--- src/rtl/keypad_pkg.sv ---
// Shared keypad types and defaults for the column debouncer.
package keypad_pkg;

  localparam int KEYPAD_COLS             = 4;
  localparam int DEFAULT_DEBOUNCE_CYCLES = 10000;
  localparam int DEFAULT_SYNC_STAGES     = 2;

  typedef logic [KEYPAD_COLS-1:0] col_vec_t;

  // Bits needed for a counter that must reach `cycles` without wrapping.
  function automatic int cnt_width(input int cycles);
    return (cycles < 1) ? 1 : $clog2(cycles + 1);
  endfunction

endpackage

--- src/rtl/keypad_debouncer_sync_ff.sv ---
// Multi-flop synchroniser: brings an asynchronous vector into the clk domain.
module sync_ff #(
  parameter int WIDTH  = 4,
  parameter int STAGES = 2
) (
  input  logic             clk,
  input  logic             reset,
  input  logic [WIDTH-1:0] d,
  output logic [WIDTH-1:0] q
);

  logic [WIDTH-1:0] r_stage [STAGES];

  always_ff @(posedge clk) begin
    if (reset) begin
      for (int i = 0; i < STAGES; i++) begin
        r_stage[i] <= '0;
      end
    end else begin
      r_stage[0] <= d;
      for (int i = 1; i < STAGES; i++) begin
        r_stage[i] <= r_stage[i-1];
      end
    end
  end

  assign q = r_stage[STAGES-1];

endmodule

--- src/rtl/keypad_debouncer.sv ---
// Whole-vector keypad column debouncer with input synchroniser.
// Optional KEYPAD_DEBOUNCER_PULSE_EN adds a one-cycle press_pulse on key_pressed rising.
module keypad_debouncer
  import keypad_pkg::*;
#(
  parameter int WIDTH           = KEYPAD_COLS,
  parameter int DEBOUNCE_CYCLES = DEFAULT_DEBOUNCE_CYCLES,
  parameter int SYNC_STAGES     = DEFAULT_SYNC_STAGES
) (
  input  logic             clk,
  input  logic             reset,
  input  logic [WIDTH-1:0] sig_in,
  output logic [WIDTH-1:0] sig_out,
`ifdef KEYPAD_DEBOUNCER_PULSE_EN
  output logic             press_pulse,
`endif
  output logic             key_pressed
);

  localparam int                CNT_W   = cnt_width(DEBOUNCE_CYCLES);
  localparam logic [CNT_W-1:0]  CNT_MAX = CNT_W'(DEBOUNCE_CYCLES - 1);

  logic [WIDTH-1:0] w_sync_q;
  logic [WIDTH-1:0] r_cand;
  logic [CNT_W-1:0] r_cnt;
  logic [WIDTH-1:0] r_sig_out;
  logic             r_key_pressed;

  sync_ff #(
    .WIDTH  (WIDTH),
    .STAGES (SYNC_STAGES)
  ) u_sync (
    .clk   (clk),
    .reset (reset),
    .d     (sig_in),
    .q     (w_sync_q)
  );

  // Any change of the synchronised vector restarts the stability count;
  // once the count saturates the candidate is republished every cycle.
  always_ff @(posedge clk) begin
    if (reset) begin
      r_cand        <= '0;
      r_cnt         <= '0;
      r_sig_out     <= '0;
      r_key_pressed <= 1'b0;
    end else if (w_sync_q != r_cand) begin
      r_cand <= w_sync_q;
      r_cnt  <= '0;
    end else if (r_cnt == CNT_MAX) begin
      r_sig_out     <= r_cand;
      r_key_pressed <= |r_cand;
    end else begin
      r_cnt <= r_cnt + 1'b1;
    end
  end

  assign sig_out     = r_sig_out;
  assign key_pressed = r_key_pressed;

`ifdef KEYPAD_DEBOUNCER_PULSE_EN
  logic r_press_pulse;

  always_ff @(posedge clk) begin
    if (reset) begin
      r_press_pulse <= 1'b0;
    end else begin
      r_press_pulse <= (w_sync_q == r_cand) && (r_cnt == CNT_MAX)
                       && (|r_cand) && !r_key_pressed;
    end
  end

  assign press_pulse = r_press_pulse;
`endif

endmodule

--- config.mk ---
export PLATFORM = sky130hd
export DESIGN_NAME = keypad_debouncer
export DESIGN_NICKNAME = d
export VERILOG_FILES = /design/src/rtl/keypad_pkg.sv /design/src/rtl/keypad_debouncer_sync_ff.sv /design/src/rtl/keypad_debouncer.sv
export SDC_FILE = /design/constraint.sdc
export NUM_CORES = 1
export LEC_CHECK = 0
export BUFFER_PORTS_ARGS = -buffer_cell sky130_fd_sc_hd__buf_2
export CORE_ASPECT_RATIO = 1.2
export CORE_MARGIN = 3
export CORE_UTILIZATION = 35
export CTS_CLUSTER_SIZE = 8
export DETAILED_ROUTE_END_ITERATION = 10
export SKIP_LAST_GASP = 1
export SLEW_MARGIN = 20
export SYNTH_ARGS = -nofsm -noshare
export SYNTH_HDL_FRONTEND = slang
export SYNTH_SLANG_ARGS = --single-unit
export TNS_END_PERCENT = 30
--- constraint.sdc ---
create_clock -name clk -period 3.7 [get_ports clk]
set_input_delay 0.74 -clock clk [delete_from_list [all_inputs] [get_ports clk]]
set_output_delay 0.74 -clock clk [all_outputs]
set_load 0.05 [all_outputs]
# Word level (Yosys, flattened, before mapping)
# Memories as Yosys holds them, arrays and structs flattened.
# Index checks and enable logic that the tools add are counted.
# W data, S select, Z words.
totals:
  in_bits: 6
  ramBits: 8
  output_inout_bits: 5
  memories: 1
  regBits: 23
memory_table:
  columns: ["name", "depth", "word_bits", "rd", "rd_clocked_by_memory_dff", "wr", "line", "source"]
  rows:
  - ["u_sync.r_stage", 2, 4, 2, 0, 2, "keypad_debouncer_sync_ff.sv:12", "logic [WIDTH-1:0] r_stage [STAGES];"]
op_classes:
  addsub: 1
  n_mux: 5
  eq_ne: 2
  reduce_logical: 3
  n_bitwise: 3
ops:
  columns: ["op", "n"]
  rows:
  - ["$add A14 B1 Y14 const B", 1]
  - ["$eq A14 B14 Y1 const B", 1]
  - ["$mux W4", 2]
  - ["$ne A4 B4 Y1", 1]
  - ["$reduce_or A4 Y1", 1]
  - ["$mux W1", 3]
  - ["$or A1 B1 Y1", 2]
  - ["$reduce_and A2 Y1", 1]
  - ["$reduce_or A2 Y1", 1]
  - ["$not A1 Y1", 1]

# Longest topological paths before layout
logic_depth:
  ltp_word: 3
  ltp_mapped: 6
  mapped_depth_nobuf: 5

# Cells and area by module
# A second synthesis with hierarchy kept.
unflattened:
  cells_unflattened: 132
  hier_area_um2: 1249.9
modules_own_cells:
  columns: ["mod", "area_each_um2", "cells_per_inst", "n_inst"]
  rows:
  - ["keypad_debouncer", 1009.7, 112, 1]
  - ["sync_ff", 240.2, 20, 1]

# Worst setup path before layout
# Ideal clock, no wire load.
synth_timing:
  kind: "register to register"
  from: "reg r_cnt[0]"
  to: "reg r_key_pressed (netlist: key_pressed)"
  arrival_ns: 1.797
  path_stages_with_launch: 7
  t_required_ns: 3.579
  period_less_slack_ns: 1.919
  setup_slack_ns: 1.781
  cell_sequence: "dfxtp_1 > ha_1 > nand3_1 > nor4_4 > and2b_1 > buf_6 > mux2_4"
synth_via:
  elab_chain_len: 2
synth_lines:
  columns: ["item", "line", "source"]
  rows:
  - ["start, declared", "keypad_debouncer.sv:25", "logic [CNT_W-1:0] r_cnt;"]
  - ["start signal, assigned", "keypad_debouncer.sv:54", "r_cnt <= r_cnt + 1'b1;"]
  - ["$eq A14 B14 Y1", "keypad_debouncer.sv:50", "end else if (r_cnt == CNT_MAX) begin"]
  - ["$reduce_and A2 Y1 (no line)", null, null]
  - ["end signal, assigned", "keypad_debouncer.sv:52", "r_key_pressed <= |r_cand;"]
  - ["end, declared", "keypad_debouncer.sv:27", "logic r_key_pressed;"]
# Every way passes these cells.
# A chain may end at the register's enable or synchronous reset.

# Worst setup path in the final report
# Ends and elaborated chain as after synthesis.

==> qor.csv <==
metric;value;unit
drt-total-wl;2.062;mm
fmax;466.6;MHz
synthToLayoutAreaGrowth;12.57;%
synth_edf_count;0;
rrSetupSlack;1560;ps
grt_pass1_wl;3.539;mm
synth.most_common_cell;dfxtp_1;
worst_hold_path.endpoint;u_sync.r_stage[0][5];
hold_start;u_sync.r_stage[0][1];
path_max_fanout;10;
end_kind;flop;
clockRootBuffer;clkbuf_8;
ys.flop_type;dfxtp_1;
min_period;2143;ps
synth_nets;133;
ys_top_cells_by_area;dfxtp_1, xnor2_1, nor2b_1, mux2i_1, nand2b_1;
relSlewSlack;0.6468;
drv_slew;0;
core;0.003396;sq mm
synth_area;0.001264;sq mm
diodes;0;
p_per_area;443.1;mW/mm^2
grt_max_degree;24;
drt-initial-drc-count;16;
p_leak;0.4787;nW
cts_tree;yes;
ys_async_sr_fraction;0;
postCtsSetupRepairBufs;0;
fin_crit_sh;0.5792;
worst_pin_slew;525.8;ps
firstDrtPassIters;4;
crit_type;flop to flop;
maxCapViolCount;0;
hp-class;flop to flop;
rows;23;
max-vdd-ir-drop;0.2897;mV
die_w;60.85;um
placed_area;0.001334;sq mm
clock-sinks;31;
wl_per_cell;11.72;um
netlist.top_cell.by_area;dfxtp_1;
reg2reg_to;key_pressed;
finalClockSkew;5.319;ps
die_y;71.82;um
hold_viol;0;
syn_inst;126;
cp.arrival;2310;ps
drive_above_1_share;0.1871;
initial_core_util;0.3721;
clkSlewWorstSetupHoldPaths;70;ps
setup_viol;0;
via_count;883;
grt_pass1_vias;843;
overflow;0;
synth-seq-cells;31;
ant_nets;0;
reg2reg_depth;5;
cts_buffers;5;
yosys_warnings;0;
hold_depth;1;
cts_max_level;2;
synth_cell_types;27;
gp_congestion;0.7403;
avgViaCountPerCell;5.017;
setup.worst_path.start;r_cnt[0];
hpwl;1.457;mm
totalNegativeSetupSlack;0;ps
synth_top_area_frac;0.4911;
grt_use_total;0.1080;
cp-start-kind;flop;
clk_path_buf_depth;2;
antenna_found_initial;0;
clkLatencyLatePin;280;ps
drt_drc_violations_left;0;
io_buffers;10;
final_area;0.001423;sq mm
r2r_start;r_cnt[0];
n_fill_cell;354;
ys_seq_area_frac;0.4911;
io_pins;11;
yosys-top-cells-count;dfxtp_1, nor2b_1, nor2_1;
required;3870;ps
avgSynthCellArea;10.03;sq um
nNetsFinal;145;
outcome;finished, final reports clean;
post_cts_resized;0;
cts_hold_buf;0;
rsz0062_at_grt;false;
fp.dieArea;0.004370;sq mm
==> critical path: stages (launching register included) <==
cell and delay (ps):
dfxtp_1 410, ha_1 220, nand3_1 170, nor4_4 570, and2b_1 350, mux2_4 320
==> metrics by stage <==
| step | utilization | power [mW] | setup slack, ps | std cells | hold WS, ps |
|---|---|---|---|---|---|
| detailed placement | 0.3928 | 0.3789 | 1556 | 168 | 428.4 |
| finish | 0.4189 | 0.6304 | 1557 | 176 | 439.0 |
| floorplan | - | 0.3723 | 1781 | 126 | 413.8 |
| global route | 0.4189 | 0.6568 | 1385 | 176 | 454.1 |
| global placement | 0.3928 | 0.3777 | 1627 | 168 | 416.9 |
| CTS | 0.4189 | 0.6413 | 1555 | 176 | 443.4 |
==> sequential cells by signal (all words and copies together) (netlist names) <==
signal          flops
r_cnt              14
key_pressed         1
sig_out             4
u_sync.r_stage      8
r_cand              4
==> cells in the final DEF (no fill, tap or decap) <==
cell        instances
a21oi_1             2
and2b_1             1
and4_2              1
buf_2              10
clkbuf_8            5
clkinv_2            1
clkinvlp_4          2
dfxtp_1            31
ha_1                1
inv_1               2
mux2_4              1
mux2i_1             5
nand2_1             2
nand2b_1            8
nand3_1             5
nand4_1             5
nand4bb_2           1
nor2_1             12
nor2b_1            13
nor3_1              4
nor4_1              4
nor4_4              1
o21ai_0             2
or2_2               1
or3_2               2
or4_1               1
or4_4               1
xnor2_1            10
xor2_1              5
==> cell type report <==
| cell class | count | area, sq um | share of cell area |
|---|---|---|---|
| repair buffers | 10 | 50.05 | 0.03518 |
| multi-input cells | 88 | 609.3 | 0.4283 |
| clock inverters | 3 | 20.02 | 0.01407 |
| flip-flops and latches | 31 | 620.6 | 0.4362 |
| inverters | 2 | 7.507 | 0.005277 |
| clock buffers | 5 | 68.82 | 0.04837 |
| well taps | 37 | 46.29 | 0.03254 |
==> per-layer routing <==
metal  part of all wire  track usage  vias up  wire [um]
met5                  0            0        -          0
met4              0.017      0.04337        0         36
met3              0.062      0.04865        4        128
met2               0.49       0.1712       24       1012
met1               0.43       0.1247      405        885
li1                   -            -      450          -
==> cell families after synthesis <==
family                   after synthesis  synth area share
AND/OR/NAND/NOR                       62            0.3010
flip-flops                            31            0.4911
adder cells (fa/ha/maj)                1          0.009899
AO/OA/AOI/OAI                          4           0.01584
XOR/XNOR                              15            0.1040
multiplexers                           6           0.05148
buffers and inverters                  7           0.02673
==> power by group <==
part	switching (mW)	total [mW]	internal [mW]
Clock	0.129	0.259	0.131
Sequential	0.00505	0.346	0.341
Combinational	0.0129	0.0251	0.0122
==> how the worst max path moves through the flow <==
stage	slack, ps	end	depth (start not counted)
floorplan	1780	key_pressed	6
global placement	1630	key_pressed	5
detailed placement	1560	key_pressed	5
CTS	1550	key_pressed	5
global route	1390	key_pressed	5
finish	1560	key_pressed	5
(Power assumes the default switching activity.)
